--- src/rtl/op_arbiter_pkg.sv ---
// Shared calculator-datapath definitions used by op_arbiter and its helpers.
// INPUTOUTBIT sets the operand/result width and defaults to 32 (IEEE754 single).
`ifndef INPUTOUTBIT
`define INPUTOUTBIT 32
`endif

package calc_pkg;

    // Sequencer states of the shared-unit arbiter
    typedef enum logic [1:0] {
        ST_IDLE  = 2'd0,
        ST_ISSUE = 2'd1,
        ST_WAIT  = 2'd2,
        ST_RESP  = 2'd3
    } arb_state_t;

    localparam int WIDTH    = `INPUTOUTBIT;

    // Width of the WAIT-state watchdog counter
    localparam int TO_CNT_W = 8;

endpackage

--- src/rtl/op_arbiter_if.sv ---
// Requester-side and unit-side bus of op_arbiter.
// slave: the arbiter; master: requesters plus the arithmetic unit (or a bench).
interface op_arbiter_if #(
    parameter int NREQ  = 4,
    parameter int WIDTH = calc_pkg::WIDTH
);
    logic [NREQ-1:0]       req_valid;
    logic [NREQ-1:0]       req_ready;
    logic [NREQ*WIDTH-1:0] req_a;
    logic [NREQ*WIDTH-1:0] req_b;
    logic [NREQ-1:0]       resp_valid;
    logic [WIDTH-1:0]      resp_result;
    logic                  resp_error;
    logic                  unit_start;
    logic [WIDTH-1:0]      unit_a;
    logic [WIDTH-1:0]      unit_b;
    logic [WIDTH-1:0]      unit_result;
    logic                  unit_error;
    logic                  unit_done;

    modport slave (
        input  req_valid, req_a, req_b, unit_result, unit_error, unit_done,
        output req_ready, resp_valid, resp_result, resp_error,
               unit_start, unit_a, unit_b
    );

    modport master (
        output req_valid, req_a, req_b, unit_result, unit_error, unit_done,
        input  req_ready, resp_valid, resp_result, resp_error,
               unit_start, unit_a, unit_b
    );
endinterface

--- src/rtl/op_arbiter_rr_pick.sv ---
// Round-robin picker: one-hot grant of the first request found searching
// upward from ptr+1 and wrapping, so the requester at ptr has lowest priority.
module rr_pick #(
    parameter int NREQ = 4,
    parameter int PW   = $clog2(NREQ)
) (
    input  logic [NREQ-1:0] req,
    input  logic [PW-1:0]   ptr,
    output logic [NREQ-1:0] grant,
    output logic            any
);
    // Scan farthest-to-nearest so the nearest request after ptr wins last
    always_comb begin
        grant = '0;
        any   = |req;
        for (int k = NREQ; k >= 1; k--) begin
            logic [PW-1:0] idx;
            idx = PW'((int'(ptr) + k) % NREQ);
            if (req[idx]) begin
                grant      = '0;
                grant[idx] = 1'b1;
            end
        end
    end
endmodule

--- src/rtl/op_arbiter.sv ---
// op_arbiter: shares one start/done arithmetic unit among NREQ requesters.
// Sequence per operation: IDLE (accept) -> ISSUE (start pulse) -> WAIT (for
// unit_done) -> RESP (one-hot response strobe) -> IDLE.
// Optional macro OP_ARB_TIMEOUT_EN adds a WAIT watchdog that answers with
// result 0 / error 1 after TIMEOUT cycles without unit_done.
module op_arbiter
    import calc_pkg::*;
#(
    parameter int NREQ    = 4,
    parameter int WIDTH   = calc_pkg::WIDTH,
    parameter int TIMEOUT = 255
) (
    input logic         clk,
    input logic         rst,
    op_arbiter_if.slave bus
);
    localparam int PW = $clog2(NREQ);

    if (NREQ < 2 || NREQ > 8) begin : g_bad_nreq
        $error("op_arbiter: NREQ must be in 2..8");
    end
    if (TIMEOUT < 1 || TIMEOUT > 255) begin : g_bad_timeout
        $error("op_arbiter: TIMEOUT must be in 1..255");
    end

    arb_state_t       state;
    logic [NREQ-1:0]  pick;
    logic             any_req;
    logic [NREQ-1:0]  gnt_q;
    logic [PW-1:0]    gnt_idx;
    logic [PW-1:0]    ptr;
    logic [WIDTH-1:0] a_sel;
    logic [WIDTH-1:0] b_sel;
    logic [WIDTH-1:0] a_q;
    logic [WIDTH-1:0] b_q;
    logic [WIDTH-1:0] res_q;
    logic             err_q;
    logic             start_q;
    logic [NREQ-1:0]  resp_q;
`ifdef OP_ARB_TIMEOUT_EN
    logic [TO_CNT_W-1:0] to_cnt;
`endif

    rr_pick #(.NREQ(NREQ), .PW(PW)) u_pick (
        .req   (bus.req_valid),
        .ptr   (ptr),
        .grant (pick),
        .any   (any_req)
    );

    // Operand mux for whichever requester the picker selected
    always_comb begin
        a_sel = '0;
        b_sel = '0;
        for (int i = 0; i < NREQ; i++) begin
            if (pick[i]) begin
                a_sel = bus.req_a[i*WIDTH +: WIDTH];
                b_sel = bus.req_b[i*WIDTH +: WIDTH];
            end
        end
    end

    // Binary index of the latched grant, becomes the new pointer in RESP
    always_comb begin
        gnt_idx = '0;
        for (int i = 0; i < NREQ; i++) begin
            if (gnt_q[i]) gnt_idx = PW'(i);
        end
    end

    // Accept is combinational so a requester sees it in its request cycle
    assign bus.req_ready   = (state == ST_IDLE) ? pick : '0;
    assign bus.unit_start  = start_q;
    assign bus.unit_a      = a_q;
    assign bus.unit_b      = b_q;
    assign bus.resp_valid  = resp_q;
    assign bus.resp_result = res_q;
    assign bus.resp_error  = err_q;

    // Sequencer FSM; start and response strobes are registered one-cycle pulses
    always_ff @(posedge clk) begin
        if (rst) begin
            state   <= ST_IDLE;
            ptr     <= PW'(NREQ - 1);
            gnt_q   <= '0;
            a_q     <= '0;
            b_q     <= '0;
            res_q   <= '0;
            err_q   <= 1'b0;
            start_q <= 1'b0;
            resp_q  <= '0;
`ifdef OP_ARB_TIMEOUT_EN
            to_cnt  <= '0;
`endif
        end else begin
            start_q <= 1'b0;
            resp_q  <= '0;
            case (state)
                ST_IDLE: begin
                    if (any_req) begin
                        gnt_q   <= pick;
                        a_q     <= a_sel;
                        b_q     <= b_sel;
                        start_q <= 1'b1;
                        state   <= ST_ISSUE;
                    end
                end
                ST_ISSUE: begin
`ifdef OP_ARB_TIMEOUT_EN
                    to_cnt <= '0;
`endif
                    state <= ST_WAIT;
                end
                ST_WAIT: begin
                    // A done in the expiry cycle wins over the watchdog
                    if (bus.unit_done) begin
                        res_q  <= bus.unit_result;
                        err_q  <= bus.unit_error;
                        resp_q <= gnt_q;
                        state  <= ST_RESP;
                    end
`ifdef OP_ARB_TIMEOUT_EN
                    else if (to_cnt == TO_CNT_W'(TIMEOUT - 1)) begin
                        to_cnt <= to_cnt + 1'b1;
                        res_q  <= '0;
                        err_q  <= 1'b1;
                        resp_q <= gnt_q;
                        state  <= ST_RESP;
                    end else begin
                        to_cnt <= to_cnt + 1'b1;
                    end
`endif
                end
                ST_RESP: begin
                    ptr   <= gnt_idx;
                    state <= ST_IDLE;
                end
                default: state <= ST_IDLE;
            endcase
        end
    end
endmodule

--- src/flat_wrapper.sv ---
// flat-port wrapper written by rule: the top's interface ports become plain ports
module op_arbiter_flat import calc_pkg::*;
#(
    parameter int NREQ    = 4,
    parameter int WIDTH   = calc_pkg::WIDTH,
    parameter int TIMEOUT = 255
)
  (clk, rst, bus_req_valid, bus_req_a, bus_req_b, bus_unit_result, bus_unit_error, bus_unit_done, bus_req_ready, bus_resp_valid, bus_resp_result, bus_resp_error, bus_unit_start, bus_unit_a, bus_unit_b);
  op_arbiter_if #(.NREQ(NREQ), .WIDTH(WIDTH)) bus_i ();
  input logic clk;
  input logic rst;
  input wire logic [$bits(bus_i.req_valid)-1:0] bus_req_valid;
  input wire logic [$bits(bus_i.req_a)-1:0] bus_req_a;
  input wire logic [$bits(bus_i.req_b)-1:0] bus_req_b;
  input wire logic [$bits(bus_i.unit_result)-1:0] bus_unit_result;
  input wire logic [$bits(bus_i.unit_error)-1:0] bus_unit_error;
  input wire logic [$bits(bus_i.unit_done)-1:0] bus_unit_done;
  output wire logic [$bits(bus_i.req_ready)-1:0] bus_req_ready;
  output wire logic [$bits(bus_i.resp_valid)-1:0] bus_resp_valid;
  output wire logic [$bits(bus_i.resp_result)-1:0] bus_resp_result;
  output wire logic [$bits(bus_i.resp_error)-1:0] bus_resp_error;
  output wire logic [$bits(bus_i.unit_start)-1:0] bus_unit_start;
  output wire logic [$bits(bus_i.unit_a)-1:0] bus_unit_a;
  output wire logic [$bits(bus_i.unit_b)-1:0] bus_unit_b;
  assign bus_i.req_valid = bus_req_valid;
  assign bus_i.req_a = bus_req_a;
  assign bus_i.req_b = bus_req_b;
  assign bus_i.unit_result = bus_unit_result;
  assign bus_i.unit_error = bus_unit_error;
  assign bus_i.unit_done = bus_unit_done;
  assign bus_req_ready = bus_i.req_ready;
  assign bus_resp_valid = bus_i.resp_valid;
  assign bus_resp_result = bus_i.resp_result;
  assign bus_resp_error = bus_i.resp_error;
  assign bus_unit_start = bus_i.unit_start;
  assign bus_unit_a = bus_i.unit_a;
  assign bus_unit_b = bus_i.unit_b;
  op_arbiter #(.NREQ(NREQ), .WIDTH(WIDTH), .TIMEOUT(TIMEOUT)) u_core (.clk(clk), .rst(rst), .bus(bus_i));
endmodule
--- config.mk ---
export PLATFORM = sky130hd
export DESIGN_NAME = op_arbiter_flat
export DESIGN_NICKNAME = d
export VERILOG_FILES = /design/src/rtl/op_arbiter_pkg.sv /design/src/rtl/op_arbiter_if.sv /design/src/rtl/op_arbiter_rr_pick.sv /design/src/rtl/op_arbiter.sv /design/src/flat_wrapper.sv
export SDC_FILE = /design/constraint.sdc
export NUM_CORES = 1
export LEC_CHECK = 0
export ABC_CLOCK_PERIOD_IN_PS = 4400
export CAP_MARGIN = 20
export CORE_AREA = 2 2 155 157
export CTS_CLUSTER_DIAMETER = 40
export CTS_CLUSTER_SIZE = 16
export DETAILED_ROUTE_END_ITERATION = 10
export DIE_AREA = 0 0 157 159
export RECOVER_POWER = 50
export SLEW_MARGIN = 20
export SYNTH_ARGS = -nofsm -noshare
export SYNTH_HDL_FRONTEND = slang
export SYNTH_SLANG_ARGS = --single-unit
--- constraint.sdc ---
create_clock -name clk -period 4.4 [get_ports clk]
set_input_delay 1.1 -clock clk [delete_from_list [all_inputs] [get_ports clk]]
set_output_delay 1.1 -clock clk [all_outputs]
set_load 0.02 [all_outputs]
==> flow_metrics.env, run 1 <==
export IMPL_critPathMaxFanout=5
export IMPL_synthCells=749
export IMPL_cts_setup_buffers=0
export IMPL_dr_total_vias=7114
export IMPL_yosys_top_cells_area="dfxtp_1 35%, mux2_2 11%, o221a_2 8.9%"
export IMPL_grt_max_degree=66
export IMPL_routed_wl_um=28000
export IMPL_drc=0
export IMPL_power_total_mw=5.97
export IMPL_synth_most_common_cell="dfxtp_1"
export IMPL_ys_async_sr_fraction_pct=0
export IMPL_clk_latency_ns=0.36
export IMPL_yosysSeqAreaShare_pct=34.7
export IMPL_ir_worst_vdd_v=0.000288
export IMPL_firstDrtPassIters=4
export IMPL_reg2regPathDepth=11
export IMPL_r2r_start="u_core.ptr[0]"
export IMPL_ctsHoldBuffers=0
export IMPL_synth_warnings=0
export IMPL_routedWlPerCell_um=19.5
export IMPL_cts_made_buffers=9
export IMPL_grt_pass1_vias=7219
export IMPL_post_place_ws_ns=-0.193
export IMPL_avgSynthCellArea_um2=8.46
export IMPL_synth_nets=1056
export IMPL_die_h_um=159
export IMPL_gp_congestion=0.787
export IMPL_dp_hpwl_um=19000
export IMPL_netlist_area_leader_share_pct=34.7
export IMPL_cts_buffer_depth=2
export IMPL_placed_cells=1418
export IMPL_power_density_nw_per_um2=547
export IMPL_mappedNetlistArea_um2=6340
export IMPL_routed_via_density=4.95
export IMPL_finalHoldViolCount=0
export IMPL_setup_viol=0
export IMPL_drt_initial_drc_count=407
export IMPL_synthToLayoutAreaGrowth_pct=72.2
export IMPL_path_clk_slew_ns=0.09
export IMPL_cts_tree="built"
export IMPL_grt_pass1_wl_um=41300
export IMPL_synth_edf_count=0
export IMPL_core_um2=23200
export IMPL_instances_no_fill=1438
export IMPL_rsz0062_at_grt="no"
export IMPL_cts_sinks=110
export IMPL_worst_slew_pin_slew_ns=1.24
export IMPL_synth_cell_types=37
export IMPL_max_clock_freq_ghz=0.231
export IMPL_synth_largest_area_cell="dfxtp_1"
export IMPL_cp_required_ns=3.30
export IMPL_fin_worst_skew_ns=0.00889
export IMPL_postLayoutCellArea_um2=10900
export IMPL_portBuffers=401
export IMPL_grt_usage_pct=21.6
export IMPL_holdCritPathClass="register to register"
export IMPL_dieArea_um2=25000
export IMPL_max_slew_margin_rel_pct=17.5
export IMPL_drive_gt1_share_pct=14.7
export IMPL_ys_top_cells_by_count="110 x dfxtp_1, 75 x nor2_1, 72 x nand2_1"
export IMPL_r2r_end="u_core.bus.unit_a[26]"
export IMPL_slew_viol_final=0
export IMPL_h_tree_depth=3
export IMPL_synthFlopType="dfxtp_1"
export IMPL_gr_total_overflow=0
export IMPL_arrival_ns=3.23
export IMPL_startpoint="bus_req_valid[0]"
export IMPL_cts_root_buf="clkbuf_16"
export IMPL_final_nets=1417
export IMPL_r2r_slack_ns=0.85
export IMPL_antenna_found_initial=3
export IMPL_cap_violations=0
export IMPL_fin_ws_ns=0.0690
export IMPL_setup_worst_path_class="input port to output port"
export IMPL_filler_cell_count=2331
export IMPL_num_rows=56
export IMPL_fin_crit_sh_pct=98.4
export IMPL_hp_start="u_core.bus.resp_result[27]"
export IMPL_ys_ff_latch=110
export IMPL_p_leak_nw=4.39
export IMPL_critPathLaunchType="input port"
export IMPL_die_w_um=157
export IMPL_start_util_pct=27.3
export IMPL_placed_area_um2=10600
export IMPL_pin_count=402
export IMPL_status="complete, no violations"
export IMPL_fin_crit_ns=4.33
export IMPL_end_kind="output port"
export IMPL_ant_nets=0
export IMPL_crit_path_end="bus_req_ready[3]"
export IMPL_fin_tns_setup_ns=0
-- routing by layer --
| layer | global-route usage, % | share of wire (%) | up-vias |
|---|---|---|---|
| li1 | - | - | 3443 |
| met1 | 25.3 | 42 | 3322 |
| met2 | 36.7 | 47 | 290 |
| met3 | 5.01 | 6.8 | 59 |
| met4 | 10.7 | 4.3 | 0 |
| met5 | 0 | 0 | - |
-- power by group --
part	switching [mW]	leakage, nW	internal (mW)
registers	0.145	0.906	1.29
logic	2.02	3.34	1.65
clock network	0.460	0.148	0.405
-- worst min-delay path by stage --
| stage | end | slack (ns) | cells after the start |
|---|---|---|---|
| detailed placement | u_core.bus.resp_result[24] | 0.45 | 2 |
| CTS | u_core.bus.resp_result[24] | 0.46 | 2 |
| global route | u_core.bus.resp_error | 0.47 | 2 |
| floorplan | u_core.gnt_q[0] | 0.45 | 2 |
| global placement | u_core.bus.resp_result[4] | 0.44 | 2 |
| finish | u_core.bus.resp_result[27] | 0.45 | 2 |
-- per-stage QoR --
stage          utilization (%)  hold WS (ns)
2_1_floorplan                -         0.448
6_report                  47.0         0.454
5_1_grt                   47.0         0.474
4_1_cts                   47.1         0.458
3_3_place_gp              45.8         0.441
3_5_place_dp              45.8         0.446
-- registers in the layout, summed over array words and instances (netlist names) --
name	count
u_core.ptr	2
u_core.state	2
u_core.bus.unit_a	32
u_core.bus.unit_b	32
u_core.gnt_q	4
u_core.bus.resp_valid	4
u_core.bus.resp_result	32
u_core.bus.resp_error	1
u_core.bus.unit_start	1
-- layout make-up --
cell class	instances	area (µm²)	area share, %
Clock buffer	9	225	2.06
Sequential cell	110	2200	20.2
Clock inverter	7	75.1	0.688
Multi-Input combinational cell	558	3750	34.4
Inverter	7	26.3	0.241
Timing Repair Buffer	424	4220	38.7
Antenna cell	4	10.0	0.0917
Tap cell	319	399	3.66
-- logic make-up after synthesis --
group,synth area share [%]
compound gates,20.8
fa+ha+maj,2.17
buf+inv,6.63
flops,34.7
mux,12.8
simple gates,22.9
-- critical path: stages --
cell,delay [ns]
clkdlybuf4s50_1,0.48
mux4_2,0.53
nand3b_1,0.18
a311o_2,0.41
nor2_1,0.16
dlygate4sd2_1,0.38
-- timing repair --
item | CTS | global route
setup endpoints to repair | 4 | 1
resized for setup | 4 | 2
pin swaps | 0 | 0
hold endpoints to repair | 0 | 0
-- cell usage in the layout, fill, tap and decap left out, types with 2 or more instances in the layout --
master	n
and2_1	3
o21ai_0	65
inv_6	2
nor3_1	66
mux4_2	4
nand2b_2	2
ha_1	11
clkinv_8	2
nor2b_1	4
dlygate4sd2_1	3
mux2_2	61
a21oi_1	38
clkbuf_1	2
clkdlybuf4s50_1	329
clkbuf_16	9
nor2_4	2
dlygate4sd3_1	68
nand3b_1	2
buf_4	17
nand2_1	72
o221a_1	14
and3_1	69
nor2_1	74
buf_12	4
o22ai_1	2
o221a_2	50
diode_2	4
a22oi_1	3
inv_1	7
dfxtp_1	110
mux2_1	3
(Power assumes the default switching activity.)
==> run 2: changes to the inputs <==
Settings changed: GPL_TIMING_DRIVEN set to 0.
==> flow_metrics.env, run 2 (same netlist as run 1, synthesis figures left out) <==
export IMPL_status="complete, no violations"
export IMPL_drive_gt1_share_pct=14.7
export IMPL_max_clock_freq_ghz=0.239
export IMPL_multi_input_area_um2=3720
export IMPL_fin_worst_skew_ns=0.0124
export IMPL_ant_nets=0
export IMPL_wl_met3_um=1970
export IMPL_power_density_nw_per_um2=552
export IMPL_die_h_um=159
export IMPL_antenna_found_initial=3
export IMPL_grt_usage_pct=22.2
export IMPL_final_cell_mix="296 x clkdlybuf4s50_1, 109 x dfxtp_1, 97 x dlygate4sd3_1, 74 x nor2_1, 72 x nand2_1"
export IMPL_gr_total_overflow=0
export IMPL_pin_count=402
export IMPL_dieArea_um2=25000
export IMPL_cts_made_buffers=9
export IMPL_slew_viol_final=0
export IMPL_num_rows=56
export IMPL_grt_max_degree=21
export IMPL_fin_crit_sh_pct=95.0
export IMPL_max_slew_margin_rel_pct=46.2
export IMPL_routed_wl_um=28800
export IMPL_fin_crit_ns=4.18
export IMPL_gp_congestion=0.869
export IMPL_drc=0
export IMPL_path_clk_slew_ns=0.08
export IMPL_clk_latency_ns=0.36
export IMPL_routed_via_density=4.81
export IMPL_path_buf_inv=4
export IMPL_slowest_delay_ns=0.57
export IMPL_grt_pass1_vias=7301
export IMPL_cts_sinks=110
export IMPL_crit_chain="dlygate4sd2_1, mux4_2, buf_4, nand3b_1, a311o_1, buf_8, nor2_2, buf_4"
export IMPL_crit_path_top_delay_cell="mux4_2"
export IMPL_h_tree_depth=3
export IMPL_cap_violations=0
export IMPL_regArea_um2=2200
export IMPL_final_common_cell="clkdlybuf4s50_1"
export IMPL_core_um2=23200
export IMPL_rsz0062_at_grt="no"
export IMPL_route_met2_wl_um=14300
export IMPL_holdCritPathClass="register to register"
export IMPL_ir_worst_vdd_v=0.000244
export IMPL_end_kind="output port"
export IMPL_arrival_ns=3.08
export IMPL_firstDrtPassIters=4
export IMPL_final_nets=1469
export IMPL_drt_met1_wl_um=11900
export IMPL_drt_initial_drc_count=353
export IMPL_power_total_mw=6.13
export IMPL_fin_tns_setup_ns=0
export IMPL_dp_hpwl_um=22200
export IMPL_finish_utilization_pct=47.9
export IMPL_portBuffers=401
export IMPL_filler_cell_count=2335
export IMPL_worst_slew_pin_slew_ns=0.800
export IMPL_die_w_um=157
export IMPL_synthToLayoutAreaGrowth_pct=75.3
export IMPL_grt_pass1_wl_um=42500
export IMPL_critPathMaxFanout=19
export IMPL_setup_worst_path_class="input port to output port"
export IMPL_cts_root_buf="clkbuf_16"
export IMPL_cts_tree="built"
export IMPL_critPathTopFamily="buffers and inverters"
export IMPL_top_layer_used="met5"
export IMPL_setup_viol=0
export IMPL_post_place_ws_ns=-0.809
export IMPL_r2r_slack_ns=1.09
export IMPL_routedWlPerCell_um=19.3
export IMPL_finalHoldViolCount=0
export IMPL_crit_top_cell="buf_4"
export IMPL_ctsHoldBuffers=0
export IMPL_dr_total_vias=7159
export IMPL_fin_ws_ns=0.219
export IMPL_critPathLaunchType="input port"
export IMPL_p_leak_nw=4.56
export IMPL_cp_required_ns=3.30
export IMPL_cts_buffer_depth=2
export IMPL_start_util_pct=27.3
run 2: timing repair:
item / CTS / global route
pin swaps: 1 / 0
setup buffers: 3 / 2
hold endpoints to repair: 0 / 0
resized for setup: 24 / 5
endpoints found under the setup margin: 4 / 4
run 2: path summary, 6_finish.rpt:
path,cells past startpoint,startpoint,end
worst max-delay path,8,bus_req_valid[0],bus_req_ready[3]
worst min-delay path,2,u_core.bus.resp_result[1],u_core.bus.resp_result[1]
worst max register to register,11,u_core.ptr[1],u_core.bus.unit_a[22]
worst min register to register,2,u_core.bus.resp_result[1],u_core.bus.resp_result[1]
run 2: power breakdown:
group | switching [mW] | internal, mW
Clock | 0.448 | 0.460
Sequential | 0.150 | 1.29
Combinational | 2.07 | 1.71
run 2: layout make-up:
| cell class | instances | area share, % |
|---|---|---|
| tap | 319 | 3.59 |
| sequential | 110 | 19.8 |
| inverter | 7 | 0.236 |
| multi-input combinational | 558 | 33.5 |
| clock buffer | 10 | 2.06 |
| buffer | 70 | 3.61 |
| clock inverter | 6 | 0.777 |
| timing repair buffer | 406 | 36.4 |
| antenna | 2 | 0.0450 |
run 2: routing by layer:
layer / vias up / track usage, %
li1: 3557 / -
met2: 263 / 38.9
met3: 31 / 5.42
met1: 3306 / 26.7
met4: 2 / 6.63
met5: - / 0
run 2: worst register-to-register path, delay by kind of cell (launching register included):
kind | cells | cell delay, ns
AND/OR/NAND/NOR | 3 | 0.43
flip-flops | 1 | 0.53
adder cells (fa/ha/maj) | 1 | 0.36
buffers and inverters | 4 | 0.76
AO/OA/AOI/OAI | 2 | 0.61
multiplexers | 1 | 0.55
run 2: stage by stage:
stage | std cells | hold slack [ns] | area (µm²)
after floorplan | 749 | 0.448 | 6340
after global placement | 1469 | 0.441 | 10800
after detailed placement | 1469 | 0.446 | 10800
after CTS | 1484 | 0.458 | 11100
after global routing | 1487 | 0.468 | 11100
final | 1488 | 0.451 | 11100
==> run 3: changes to the inputs <==
Settings changed: GPL_ROUTABILITY_DRIVEN set to 0, SKIP_LAST_GASP set to 1.
==> flow_metrics.env, run 3 (same netlist as run 1, synthesis figures left out) <==
export IMPL_hp_start="u_core.bus.resp_result[1]"
export IMPL_dr_total_vias=7161
export IMPL_grt_pass1_vias=7301
export IMPL_pin_count=402
export IMPL_r2r_slack_ns=1.07
export IMPL_end_kind="output port"
export IMPL_cts_root_buf="clkbuf_16"
export IMPL_ant_nets=0
export IMPL_fin_ws_ns=0.170
export IMPL_setup_viol=0
export IMPL_final_common_cell="clkdlybuf4s50_1"
export IMPL_antenna_found_initial=3
export IMPL_routed_wl_um=28800
export IMPL_arrival_ns=3.13
export IMPL_r2r_end="u_core.bus.unit_b[16]"
export IMPL_cts_tree="built"
export IMPL_cts_buffer_depth=2
export IMPL_worst_slew_pin_slew_ns=0.763
export IMPL_drive_gt1_share_pct=14.5
export IMPL_die_h_um=159
export IMPL_max_slew_margin_rel_pct=48.6
export IMPL_cts_made_buffers=9
export IMPL_power_total_mw=6.13
export IMPL_finish_utilization_pct=47.9
export IMPL_dp_hpwl_um=22200
export IMPL_p_leak_nw=4.55
export IMPL_firstDrtPassIters=5
export IMPL_max_clock_freq_ghz=0.236
export IMPL_portBuffers=401
export IMPL_min_path_cells=2
export IMPL_drc=0
export IMPL_h_tree_depth=3
export IMPL_cp_required_ns=3.30
export IMPL_start_util_pct=27.3
export IMPL_grt_usage_pct=22.2
export IMPL_finalHoldViolCount=0
export IMPL_fin_crit_sh_pct=96.1
export IMPL_synthToLayoutAreaGrowth_pct=75.3
export IMPL_reg2regPathDepth=10
export IMPL_ctsHoldBuffers=0
export IMPL_status="complete, no violations"
export IMPL_routed_via_density=4.82
export IMPL_grt_pass1_wl_um=42500
export IMPL_dieArea_um2=25000
export IMPL_final_nets=1467
export IMPL_critPathMaxFanout=19
export IMPL_gr_total_overflow=0
export IMPL_clk_latency_ns=0.36
export IMPL_drt_initial_drc_count=383
export IMPL_final_cell_mix="296 x clkdlybuf4s50_1, 109 x dfxtp_1, 97 x dlygate4sd3_1, 74 x nor2_1, 72 x nand2_1"
export IMPL_cts_sinks=110
export IMPL_holdCritPathClass="register to register"
export IMPL_ir_worst_vdd_v=0.000244
export IMPL_fin_worst_skew_ns=0.0102
export IMPL_num_rows=56
export IMPL_routedWlPerCell_um=19.4
export IMPL_die_w_um=157
export IMPL_power_density_nw_per_um2=552
export IMPL_setup_worst_path_class="register to output port"
export IMPL_min_to="u_core.bus.resp_result[1]"
export IMPL_path_clk_slew_ns=0.08
export IMPL_core_um2=23200
export IMPL_rsz0062_at_grt="no"
export IMPL_critPathLaunchType="register"
export IMPL_cap_violations=0
export IMPL_r2r_start="u_core.ptr[1]"
export IMPL_grt_max_degree=21
export IMPL_fin_crit_ns=4.23
export IMPL_post_place_ws_ns=-0.809
export IMPL_slew_viol_final=0
run 3: worst max path at each step:
stage | slack (ns) | endpoint | start | cells past startpoint
after floorplan | 0.49 | bus_req_ready[3] | bus_req_valid[0] | 6
after global placement | -0.78 | bus_req_ready[0] | bus_req_valid[1] | 8
after global routing | 0.04 | bus_req_ready[1] | u_core.ptr[1] | 9
after detailed placement | -0.81 | bus_req_ready[0] | bus_req_valid[0] | 8
after CTS | -0.03 | bus_req_ready[0] | bus_req_valid[1] | 9
final | 0.17 | bus_req_ready[1] | u_core.ptr[1] | 9
run 3: layout make-up:
cell class | instances | area, µm²
fill | 2334 | 12100
timing repair buffer | 404 | 4030
multi-input combinational | 558 | 3720
sequential | 110 | 2200
buffer | 70 | 405
tap | 319 | 399
clock buffer | 10 | 229
clock inverter | 6 | 86.3
inverter | 7 | 26.3
antenna | 2 | 5.00
run 3: through the flow:
stage | instance area (µm²) | cells | setup TNS [ns] | hold slack (ns)
2_1_floorplan | 6340 | 749 | 0 | 0.448
3_3_place_gp | 10800 | 1469 | -2.20 | 0.441
3_5_place_dp | 10800 | 1469 | -2.37 | 0.446
4_1_cts | 11100 | 1484 | -0.0356 | 0.458
5_1_grt | 11100 | 1485 | 0 | 0.468
6_report | 11100 | 1486 | 0 | 0.451
run 3: repair_timing:
item	in CTS	in global routing
setup buffers	3	0
gates resized for setup	22	7
setup endpoints to repair	4	4
pin swaps	1	0
run 3: power breakdown:
group / leakage, nW / switching (mW) / internal, mW
sequential: 0.905 / 0.151 / 1.29
clock: 0.154 / 0.447 / 0.460
combinational: 3.49 / 2.07 / 1.71
total: 4.55 / 2.67 / 3.47
run 3: routing by layer:
layer / vias to the layer above / share of wire [%] / global-route usage [%]
met5: - / 0.042 / 0
met4: 2 / 2.2 / 6.63
met3: 31 / 7.0 / 5.42
met2: 267 / 49 / 38.9
met1: 3309 / 41 / 26.7
li1: 3552 / - / -
run 3: critical path: stages, from the launching register on:
cell	delay [ns]
dfxtp_1	0.53
inv_1	0.14
ha_1	0.36
mux4_2	0.61
nand2b_1	0.21
o22ai_1	0.18
a21o_1	0.17
buf_12	0.20
nor2_1	0.08
clkdlybuf4s15_2	0.27
